## config.mk

```make
export PLATFORM = sky130hd
export DESIGN_NAME = id_stage_param
export DESIGN_NICKNAME = d
export VERILOG_FILES = /design/src/rtl/id_pkg.sv /design/src/rtl/id_regfile.sv /design/src/rtl/id_stage_param.sv
export SDC_FILE = /design/constraint.sdc
export NUM_CORES = 2
export LEC_CHECK = 0
export ABC_CLOCK_PERIOD_IN_PS = 2140
export BUFFER_PORTS_ARGS = -buffer_cell sky130_fd_sc_hd__buf_4
export CORE_MARGIN = 2
export CORE_UTILIZATION = 58
export CTS_BUF_LIST = sky130_fd_sc_hd__clkbuf_2 sky130_fd_sc_hd__clkbuf_4 sky130_fd_sc_hd__clkbuf_8
export DETAILED_ROUTE_END_ITERATION = 10
export HOLD_SLACK_MARGIN = 0.08
export PLACE_DENSITY_LB_ADDON = 0.08
export SLEW_MARGIN = 0
export SYNTH_ARGS = -nofsm -noshare
export SYNTH_HDL_FRONTEND = slang
export SYNTH_SLANG_ARGS = --single-unit
```

## constraint.sdc

```tcl
create_clock -name clock -period 2.14 [get_ports clock]
set_input_delay 0.107 -clock clock [delete_from_list [all_inputs] [get_ports clock]]
set_output_delay 0.107 -clock clock [all_outputs]
set_load 0.01 [all_outputs]
```

## src/rtl/id_pkg.sv

```systemverilog
// Shared decode definitions for the ID stage: control-word layout, opcode/funct
// encodings, the main control decoder and the rt-as-source predicate.
package id_pkg;

    typedef struct packed {
        logic       reg_dst;
        logic       alu_src;
        logic       mem_to_reg;
        logic       reg_write;
        logic       mem_read;
        logic       mem_write;
        logic       branch;
        logic       bne;
        logic       jump;
        logic [1:0] alu_op;
        logic [2:0] trunk_mode;
        logic [1:0] jdes_sel;
    } ctrl_t;

    localparam logic [5:0] OP_RTYPE = 6'h00;
    localparam logic [5:0] OP_J     = 6'h02;
    localparam logic [5:0] OP_JAL   = 6'h03;
    localparam logic [5:0] OP_BEQ   = 6'h04;
    localparam logic [5:0] OP_BNE   = 6'h05;
    localparam logic [5:0] OP_ADDI  = 6'h08;
    localparam logic [5:0] OP_ADDIU = 6'h09;
    localparam logic [5:0] OP_SLTI  = 6'h0A;
    localparam logic [5:0] OP_ANDI  = 6'h0C;
    localparam logic [5:0] OP_ORI   = 6'h0D;
    localparam logic [5:0] OP_XORI  = 6'h0E;
    localparam logic [5:0] OP_LUI   = 6'h0F;
    localparam logic [5:0] OP_LB    = 6'h20;
    localparam logic [5:0] OP_LH    = 6'h21;
    localparam logic [5:0] OP_LW    = 6'h23;
    localparam logic [5:0] OP_LBU   = 6'h24;
    localparam logic [5:0] OP_LHU   = 6'h25;
    localparam logic [5:0] OP_SB    = 6'h28;
    localparam logic [5:0] OP_SH    = 6'h29;
    localparam logic [5:0] OP_SW    = 6'h2B;

    localparam logic [5:0] FN_JR    = 6'h08;

    localparam logic [1:0] ALU_ADD   = 2'b00;
    localparam logic [1:0] ALU_SUB   = 2'b01;
    localparam logic [1:0] ALU_RTYPE = 2'b10;
    localparam logic [1:0] ALU_IMM   = 2'b11;

    localparam logic [2:0] TRUNK_WORD  = 3'd0;
    localparam logic [2:0] TRUNK_BYTE  = 3'd1;
    localparam logic [2:0] TRUNK_HALF  = 3'd2;
    localparam logic [2:0] TRUNK_BYTEU = 3'd3;
    localparam logic [2:0] TRUNK_HALFU = 3'd4;

    localparam logic [1:0] JDES_PC1    = 2'd0;
    localparam logic [1:0] JDES_BRANCH = 2'd1;
    localparam logic [1:0] JDES_JUMP   = 2'd2;
    localparam logic [1:0] JDES_REG    = 2'd3;

    function automatic ctrl_t decode_ctrl(input logic [5:0] opcode, input logic [5:0] funct);
        ctrl_t c;
        c = '0;
        case (opcode)
            OP_RTYPE: begin
                if (funct == FN_JR) begin
                    c.jump     = 1'b1;
                    c.jdes_sel = JDES_REG;
                end else begin
                    c.reg_dst   = 1'b1;
                    c.reg_write = 1'b1;
                    c.alu_op    = ALU_RTYPE;
                end
            end
            OP_LB, OP_LH, OP_LW, OP_LBU, OP_LHU: begin
                c.alu_src    = 1'b1;
                c.mem_to_reg = 1'b1;
                c.reg_write  = 1'b1;
                c.mem_read   = 1'b1;
                c.alu_op     = ALU_ADD;
                case (opcode)
                    OP_LB:   c.trunk_mode = TRUNK_BYTE;
                    OP_LH:   c.trunk_mode = TRUNK_HALF;
                    OP_LBU:  c.trunk_mode = TRUNK_BYTEU;
                    OP_LHU:  c.trunk_mode = TRUNK_HALFU;
                    default: c.trunk_mode = TRUNK_WORD;
                endcase
            end
            OP_SB, OP_SH, OP_SW: begin
                c.alu_src   = 1'b1;
                c.mem_write = 1'b1;
                c.alu_op    = ALU_ADD;
                case (opcode)
                    OP_SB:   c.trunk_mode = TRUNK_BYTE;
                    OP_SH:   c.trunk_mode = TRUNK_HALF;
                    default: c.trunk_mode = TRUNK_WORD;
                endcase
            end
            OP_BEQ, OP_BNE: begin
                c.branch   = 1'b1;
                c.bne      = (opcode == OP_BNE);
                c.alu_op   = ALU_SUB;
                c.jdes_sel = JDES_BRANCH;
            end
            OP_J, OP_JAL: begin
                c.jump      = 1'b1;
                c.reg_write = (opcode == OP_JAL);
                c.jdes_sel  = JDES_JUMP;
            end
            OP_ADDI, OP_ADDIU, OP_SLTI, OP_ANDI, OP_ORI, OP_XORI, OP_LUI: begin
                c.alu_src   = 1'b1;
                c.reg_write = 1'b1;
                c.alu_op    = ALU_IMM;
            end
            default: c = '0;
        endcase
        return c;
    endfunction

    // True when the rt field is a source operand rather than a destination.
    function automatic logic uses_rt(input logic [5:0] opcode);
        case (opcode)
            OP_RTYPE, OP_BEQ, OP_BNE, OP_SB, OP_SH, OP_SW: return 1'b1;
            default:                                       return 1'b0;
        endcase
    endfunction

endpackage

```

## src/rtl/id_regfile.sv

```systemverilog
// Register file: NREGS x DATA_W, two read ports, one write port, one debug read port.
// Define ID_WB_BYPASS_EN to forward same-cycle write data onto the two read ports.
module id_regfile #(
    parameter int DATA_W = 32,
    parameter int NREGS  = 32,
    parameter int AREG_W = 5
) (
    input  logic              clock,
    input  logic              reset,
    input  logic [AREG_W-1:0] ra_addr,
    input  logic [AREG_W-1:0] rb_addr,
    output logic [DATA_W-1:0] ra_data,
    output logic [DATA_W-1:0] rb_data,
    input  logic              we,
    input  logic [AREG_W-1:0] waddr,
    input  logic [DATA_W-1:0] wdata,
    input  logic [AREG_W-1:0] dbg_addr,
    output logic [DATA_W-1:0] dbg_data
);

    logic [NREGS-1:0][DATA_W-1:0] mem_q;
    logic [NREGS-1:0][DATA_W-1:0] mem_d;
    logic                         wr_hit;

    assign wr_hit = we && (waddr != '0);

    // NOTE: every always_comb output gets a full default first so no path leaves it unassigned (no latch).
    always_comb begin
        mem_d = mem_q;
        if (wr_hit) begin
            mem_d[waddr] = wdata;
        end
    end

    // NOTE: sequential state uses non-blocking assignment so all flops update from pre-edge values.
    // NOTE: the array is reset in full because software relies on every register reading 0 after reset;
    //       this keeps it in flops rather than a RAM macro.
    always_ff @(posedge clock) begin
        if (reset) begin
            mem_q <= '0;
        end else begin
            mem_q <= mem_d;
        end
    end

    always_comb begin
        ra_data = (ra_addr == '0) ? '0 : mem_q[ra_addr];
        rb_data = (rb_addr == '0) ? '0 : mem_q[rb_addr];
`ifdef ID_WB_BYPASS_EN
        if (wr_hit && (waddr == ra_addr)) ra_data = wdata;
        if (wr_hit && (waddr == rb_addr)) rb_data = wdata;
`endif
    end

    assign dbg_data = mem_q[dbg_addr];

endmodule

```

## src/rtl/id_stage_param.sv

```systemverilog
// MIPS decode stage: register file, immediate/branch-target, load-use stall and ID/EX register.
// ID_WB_BYPASS_EN selects write-through from WB into the operand read ports.
module id_stage_param #(
    parameter int DATA_W = 32,
    parameter int PC_W   = 11,
    parameter int NREGS  = 32,
    parameter int AREG_W = 5,
    parameter int CTRL_W = 16
) (
    input  logic              clock,
    input  logic              reset,
    input  logic              instr_valid,
    input  logic [31:0]       instruction,
    input  logic [PC_W-1:0]   pc_in,
    input  logic              flush,
    input  logic              wb_we,
    input  logic [AREG_W-1:0] wb_addr,
    input  logic [DATA_W-1:0] wb_data,
    output logic              stall,
    output logic              ex_valid,
    output logic [DATA_W-1:0] data_a,
    output logic [DATA_W-1:0] data_b,
    output logic [DATA_W-1:0] imm,
    output logic [PC_W-1:0]   branch_dest,
    output logic [AREG_W-1:0] rs,
    output logic [AREG_W-1:0] rt,
    output logic [AREG_W-1:0] rd,
    output logic [4:0]        sa,
    output logic [5:0]        op_code,
    output logic [PC_W-1:0]   pc_out,
    output logic [CTRL_W-1:0] ctrl,
    input  logic [AREG_W-1:0] dbg_addr,
    output logic [DATA_W-1:0] dbg_data
);

    import id_pkg::*;

    logic [5:0]        id_op;
    logic [5:0]        id_funct;
    logic [AREG_W-1:0] id_rs;
    logic [AREG_W-1:0] id_rt;
    logic [AREG_W-1:0] id_rd;
    logic [4:0]        id_sa;
    logic [DATA_W-1:0] id_imm;
    logic [PC_W-1:0]   id_bdest;
    ctrl_t             id_ctrl;
    logic [DATA_W-1:0] rf_a;
    logic [DATA_W-1:0] rf_b;

    assign id_op    = instruction[31:26];
    assign id_funct = instruction[5:0];
    assign id_rs    = AREG_W'(instruction[25:21]);
    assign id_rt    = AREG_W'(instruction[20:16]);
    assign id_rd    = AREG_W'(instruction[15:11]);
    assign id_sa    = instruction[10:6];
    assign id_imm   = {{(DATA_W-16){instruction[15]}}, instruction[15:0]};
    // Word-addressed PC: the offset is added as-is and wraps at PC_W bits.
    assign id_bdest = pc_in + id_imm[PC_W-1:0];
    assign id_ctrl  = decode_ctrl(id_op, id_funct);

    id_regfile #(
        .DATA_W (DATA_W),
        .NREGS  (NREGS),
        .AREG_W (AREG_W)
    ) u_regfile (
        .clock    (clock),
        .reset    (reset),
        .ra_addr  (id_rs),
        .rb_addr  (id_rt),
        .ra_data  (rf_a),
        .rb_data  (rf_b),
        .we       (wb_we),
        .waddr    (wb_addr),
        .wdata    (wb_data),
        .dbg_addr (dbg_addr),
        .dbg_data (dbg_data)
    );

    logic              ex_valid_q,    ex_valid_d;
    ctrl_t             ctrl_q,        ctrl_d;
    logic [DATA_W-1:0] data_a_q,      data_a_d;
    logic [DATA_W-1:0] data_b_q,      data_b_d;
    logic [DATA_W-1:0] imm_q,         imm_d;
    logic [PC_W-1:0]   bdest_q,       bdest_d;
    logic [PC_W-1:0]   pc_q,          pc_d;
    logic [AREG_W-1:0] rs_q,          rs_d;
    logic [AREG_W-1:0] rt_q,          rt_d;
    logic [AREG_W-1:0] rd_q,          rd_d;
    logic [4:0]        sa_q,          sa_d;
    logic [5:0]        op_q,          op_d;

    // A load in EX whose destination feeds this instruction cannot be forwarded in time.
    assign stall = instr_valid && ex_valid_q && ctrl_q.mem_read && (rt_q != '0) &&
                   ((rt_q == id_rs) || ((rt_q == id_rt) && uses_rt(id_op)));

    always_comb begin
        ex_valid_d = 1'b0;
        ctrl_d     = '0;
        data_a_d   = '0;
        data_b_d   = '0;
        imm_d      = '0;
        bdest_d    = '0;
        pc_d       = '0;
        rs_d       = '0;
        rt_d       = '0;
        rd_d       = '0;
        sa_d       = '0;
        op_d       = '0;
        if (!flush && !stall) begin
            ex_valid_d = instr_valid;
            ctrl_d     = instr_valid ? id_ctrl : '0;
            data_a_d   = rf_a;
            data_b_d   = rf_b;
            imm_d      = id_imm;
            bdest_d    = id_bdest;
            pc_d       = pc_in;
            rs_d       = id_rs;
            rt_d       = id_rt;
            rd_d       = id_rd;
            sa_d       = id_sa;
            op_d       = id_op;
        end
    end

    always_ff @(posedge clock) begin
        if (reset) begin
            ex_valid_q <= 1'b0;
            ctrl_q     <= '0;
            data_a_q   <= '0;
            data_b_q   <= '0;
            imm_q      <= '0;
            bdest_q    <= '0;
            pc_q       <= '0;
            rs_q       <= '0;
            rt_q       <= '0;
            rd_q       <= '0;
            sa_q       <= '0;
            op_q       <= '0;
        end else begin
            ex_valid_q <= ex_valid_d;
            ctrl_q     <= ctrl_d;
            data_a_q   <= data_a_d;
            data_b_q   <= data_b_d;
            imm_q      <= imm_d;
            bdest_q    <= bdest_d;
            pc_q       <= pc_d;
            rs_q       <= rs_d;
            rt_q       <= rt_d;
            rd_q       <= rd_d;
            sa_q       <= sa_d;
            op_q       <= op_d;
        end
    end

    assign ex_valid    = ex_valid_q;
    assign ctrl        = CTRL_W'(ctrl_q);
    assign data_a      = data_a_q;
    assign data_b      = data_b_q;
    assign imm         = imm_q;
    assign branch_dest = bdest_q;
    assign pc_out      = pc_q;
    assign rs          = rs_q;
    assign rt          = rt_q;
    assign rd          = rd_q;
    assign sa          = sa_q;
    assign op_code     = op_q;

endmodule

```

# Word level (Yosys, flattened, before mapping)
# Cells that the tools add are included.
[totals]
register_bits = 1168
[op_classes]
addsub = 1
order_cmp = 5
n_eq_ne = 22
n_mux = 25
bitwise_logic = 4
n_reduce_logical = 30
[op_table]
columns = ["cell", "n"]
rows = [
  ["1024-bit bitwise mux", 1],
  ["32-bit binary-select mux with 5-bit select", 3],
  ["32-bit demux with 5-bit select", 1],
  ["32-bit two-way mux", 4],
  ["6-bit by 4-bit == test with 1-bit output (second input constant)", 8],
  ["6-bit == test (second input constant)", 8],
  ["5-bit by 6-bit < comparator with 1-bit output (second input constant)", 4],
  ["15-bit OR reduction", 1],
  ["6-bit by 2-bit == test with 1-bit output (second input constant)", 2],
  ["6-bit by 3-bit == test with 1-bit output (second input constant)", 2],
  ["2-bit one-hot mux with 3 select lines", 2],
  ["3-bit one-hot mux with 4 select lines", 1],
  ["12-bit OR reduction", 1],
  ["3-bit OR reduction", 4],
  ["11-bit adder", 1],
  ["5-bit == test", 2],
  ["5-bit logical NOT", 2],
  ["5-bit nonzero test", 2],
  ["1-bit logical AND", 8],
  ["4-bit OR reduction", 2],
  ["7-bit OR reduction", 1],
  ["6-bit logical NOT", 1],
  ["1-bit two-way mux", 6],
  ["2-bit two-way mux", 3],
  ["other kinds (11)", 17],
]

# Longest topological paths before layout
[depth]
ltp_word = 10
mapped_depth = 9
mapped_depth_nobuf = 9

# Hierarchy
# Synthesis repeated with hierarchy kept, for this count alone.
[hier_totals]
hier_cells = 6702
hier_area_um2 = 63771.2
[modules_own_cells]
columns = ["mod", "instances", "cells_each", "area_per_inst_um2", "seq_area_each_um2"]
rows = [
  ["id_regfile", 1, 6264, 59101.7, 20499.7],
  ["id_stage_param", 1, 438, 4669.5, 2682.6],
]

# Worst setup path after synthesis
# OpenSTA, ideal clock, no wires.
[synth_timing]
path_type = "in2out"
from = "in dbg_addr[0]"
to = "out dbg_data[10]"
arrival_time_ns = 2.058
required_ns = 2.033
slack_ns = -0.025
path_stages = 5
cell_sequence = "clkbuf_1 clkbuf_1 mux4_2 mux4_2 mux2_2"
[synth_via]
elab_chain_len = 2
[synth_rtl]
columns = ["element", "line_no", "source"]
rows = [
  ["start, declared", "id_stage_param.sv:32", "input logic [AREG_W-1:0] dbg_addr,"],
  ["32-bit binary-select mux with 5-bit select", "id_regfile.sv:55", "assign dbg_data = mem_q[dbg_addr];"],
  ["32-bit two-way mux (not written as such)", "id_regfile.sv:55", ""],
  ["end, declared", "id_stage_param.sv:33", "output logic [DATA_W-1:0] dbg_data"],
]
# No other way between the ends. The select of a mux whose other input is x is not followed.

# Worst setup path in the final report
[layout_timing]
from = "reg u_regfile.mem_q[815] (netlist name)"
to = "out dbg_data[15]"
[layout_via]
elab_chain_len = 2
[layout_rtl]
columns = ["element", "line_no", "source"]
rows = [
  ["start, declared", "id_regfile.sv:21", "logic [NREGS-1:0][DATA_W-1:0] mem_q;"],
  ["start signal, assigned", "id_regfile.sv:42", "mem_q <= mem_d;"],
  ["32-bit binary-select mux with 5-bit select", "id_regfile.sv:55", ""],
  ["32-bit two-way mux (not written as such)", "id_regfile.sv:55", ""],
]
# No other way between the ends. The select of a mux whose other input is x is not followed.

==> impl_metrics.tcl <==
set metrics [dict create \
    final-hold-violation-count 0 \
    multi_input_area_um2 37900 \
    seqCellArea_um2 23600 \
    hpwl_mm 164 \
    drt_wl_total_mm 270 \
    ys_seq_area_frac 0.367 \
    dieHeight_um 334 \
    drive_above_1_share 0.380 \
    vias 59388 \
    power_per_cell_area_nw_per_um2 642 \
    setup_tns_ns -37.93 \
    rows 121 \
    drcViolationCount 0 \
    synth.top_cell.area_share 0.367 \
    antenna_found_initial 19 \
    yosysMostFrequentCell "nand2_1" \
    synth-async-reset-ratio 0 \
    path_cells "mux4_2 -> mux4_2 -> mux2_4 -> buf_6" \
    worstSetupEndpointType "output port" \
    root_buffer "clkbuf_8" \
    ys_types 53 \
    cp.arrival_ns 2.77 \
    worstSetupPathType "register to output port" \
    cp.required_ns 2.03 \
    synth_top_area_cell "dfxtp_1" \
    min_from "wb_addr[2]" \
    dpl-instance-area_um2 69500 \
    tightest_slew_ns 1.00 \
    utilization 0.717 \
    clockBufferDepth 3 \
    start_util 0.583 \
    finalCritPeriodShare 1.34 \
    drtIter0Drc 9622 \
    synth_edf_count 0 \
    hold_depth 8 \
    antenna_left 0 \
    p_leak_uw 0.0269 \
    cts_tree "yes" \
    min_period_ns 2.87 \
    syn_to_final_growth_pct 22.9 \
    nets 6961 \
    die_x_um 334 \
    clk_latency_ns 0.92 \
    crit_path_max_incr_delay_ns 0.54 \
    skew_ns 0.0416 \
    finalWeightedCongestion 0.966 \
    worst_slack_ns -0.733 \
    avgSynthCellArea_um2 9.88 \
    dieArea_um2 112000 \
    yosys_most_used_dff "dfxtp_1" \
    grt_pass1_wl_mm 385 \
    cp_common_cell "mux4_2" \
    crit_slowest_cell "mux4_2" \
    htree_num_levels 4 \
    slew_headroom 0.334 \
    core_area_um2 108000 \
    cts_num_sinks 1158 \
    ios 284 \
    vdd_drop_max_mv 0.622 \
    grt_usage 0.474 \
    fin_area_um2 77700 \
    r2r_slack_ns -0.24 \
    io_buffer_count 283 \
    syn_nets 6501 \
    dr.pass1.iters 6 \
    fill_cells 7846 \
    grt_max_degree 180 \
    timing.rr.start "rt[1]" \
    synthTopCellsByCount "nand2_1 (2063), dfxtp_1 (1158), a21oi_1 (1028), mux4_2 (896), clkbuf_1 (523)" \
    vias_per_cell 7.03 \
    status "finished, violations left" \
    cp_max_fo 4 \
    setup_viol 166 \
    drv_cap 0 \
    synth_area_um2 63200 \
    synth_area_leaders "dfxtp_1 (37%), mux4_2 (32%), nand2_1 (12%)" \
    numCtsBuffers 196 \
    ys_ff_latch 1158 \
    fmax_mhz 348 \
    violations "setup timing" \
    synthCells 6400 \
    ff2ff_path_depth 9 \
    rsz0062_at_grt "yes" \
    final_max_slew_viol_count 0 \
    grt_pass1_vias 56766 \
    gr-total-overflow 0 \
    wl_per_cell_um 31.9 \
    hp-class "input port to register" \
    hold_slack_ns 0.0902 \
    path_clk_slew_ns 0.07 \
    worstSetupStartpointType "register" \
    worstReg2RegEnd "ctrl[1]" \
    ys_warn_count 0 \
    holdPathEnd "u_regfile.mem_q[253]" \
]
[placed cells by master, fill, tap and decap left out, drive strengths merged, types with 64 or more instances in the layout]
cell type	Yosys	routed
o22ai	64	64
buf	174	822
clkbuf	524	307
a21oi	1032	1032
mux4	896	896
dlygate4sd3	0	134
dfxtp	1158	1158
mux2	64	64
nor2	84	84
nand2	2063	2063
[kinds of logic after synthesis]
group | count (synthesis) | synth area share
buf+inv | 707 | 0.0470
compound gates | 1183 | 0.0998
simple gates | 2329 | 0.146
xor+xnor | 17 | 0.00236
mux | 995 | 0.336
flops | 1158 | 0.367
fa+ha+maj | 11 | 0.00230
[what timing repair did]
| item | 4_1_cts | 5_1_grt |
|---|---|---|
| cloned | 6 | 4 |
| setup buffers | 116 | 21 |
| pin swaps | 13 | 34 |
| endpoints found under the setup margin | 83 | 143 |
| hold buffers | 137 | 0 |
| endpoints found under the hold margin | 1146 | 0 |
| gates resized for setup | 363 | 174 |
[critical path, delay by kind of cell (launching register included)]
family / cells / cell delay, ns
buf+inv: 1 / 0.14
flops: 1 / 0.36
mux: 3 / 1.34
[flip-flops by register name, indices dropped and copies added (netlist names)]
signal           flops
ctrl                15
pc_out              11
data_b              32
u_regfile.mem_q   1024
ex_valid             1
imm                 16
branch_dest         11
data_a              32
rs                   5
op_code              6
rt                   5
[worst max path at each step]
| stage | from | end | cells after the start |
|---|---|---|---|
| after floorplan | dbg_addr[0] | dbg_data[0] | 6 |
| after global placement | dbg_addr[0] | dbg_data[1] | 7 |
| after detailed placement | dbg_addr[0] | dbg_data[1] | 7 |
| after CTS | u_regfile.mem_q[973] | dbg_data[13] | 4 |
| after global routing | u_regfile.mem_q[504] | dbg_data[24] | 4 |
| final | u_regfile.mem_q[815] | dbg_data[15] | 4 |
[final cells by class]
class	instances	area share
multi-input cells	4535	0.488
flip-flops and latches	1158	0.304
repair buffers	960	0.128
clock buffers	304	0.0503
well taps	1414	0.0228
clock inverters	52	0.00588
diodes	16	0.000515
inverters	9	0.000435
[layer usage]
layer / vias up / wire, µm / track usage
li1: 23899 / - / -
met1: 28657 / 87100 / 0.576
met2: 5344 / 115000 / 0.683
met3: 1476 / 43400 / 0.184
met4: 12 / 24300 / 0.354
met5: - / 151 / 0.00478
[metrics by stage]
stage	power [µW]	setup slack, ns	cells
2_1_floorplan	25300	-0.0102	6400
3_3_place_gp	27400	-0.217	7798
3_5_place_dp	27400	-0.239	7798
4_1_cts	49500	-0.722	8413
5_1_grt	50900	-0.745	8436
6_report	49900	-0.733	8448
[report_power, final]
group	total [µW]	switching (µW)	internal (µW)	leakage, µW
Clock	22200	9800	12400	0.00232
Combinational	5620	3330	2290	0.0151
Sequential	22000	211	21800	0.00952
Note: power is estimated with default switching activity, not from simulation.
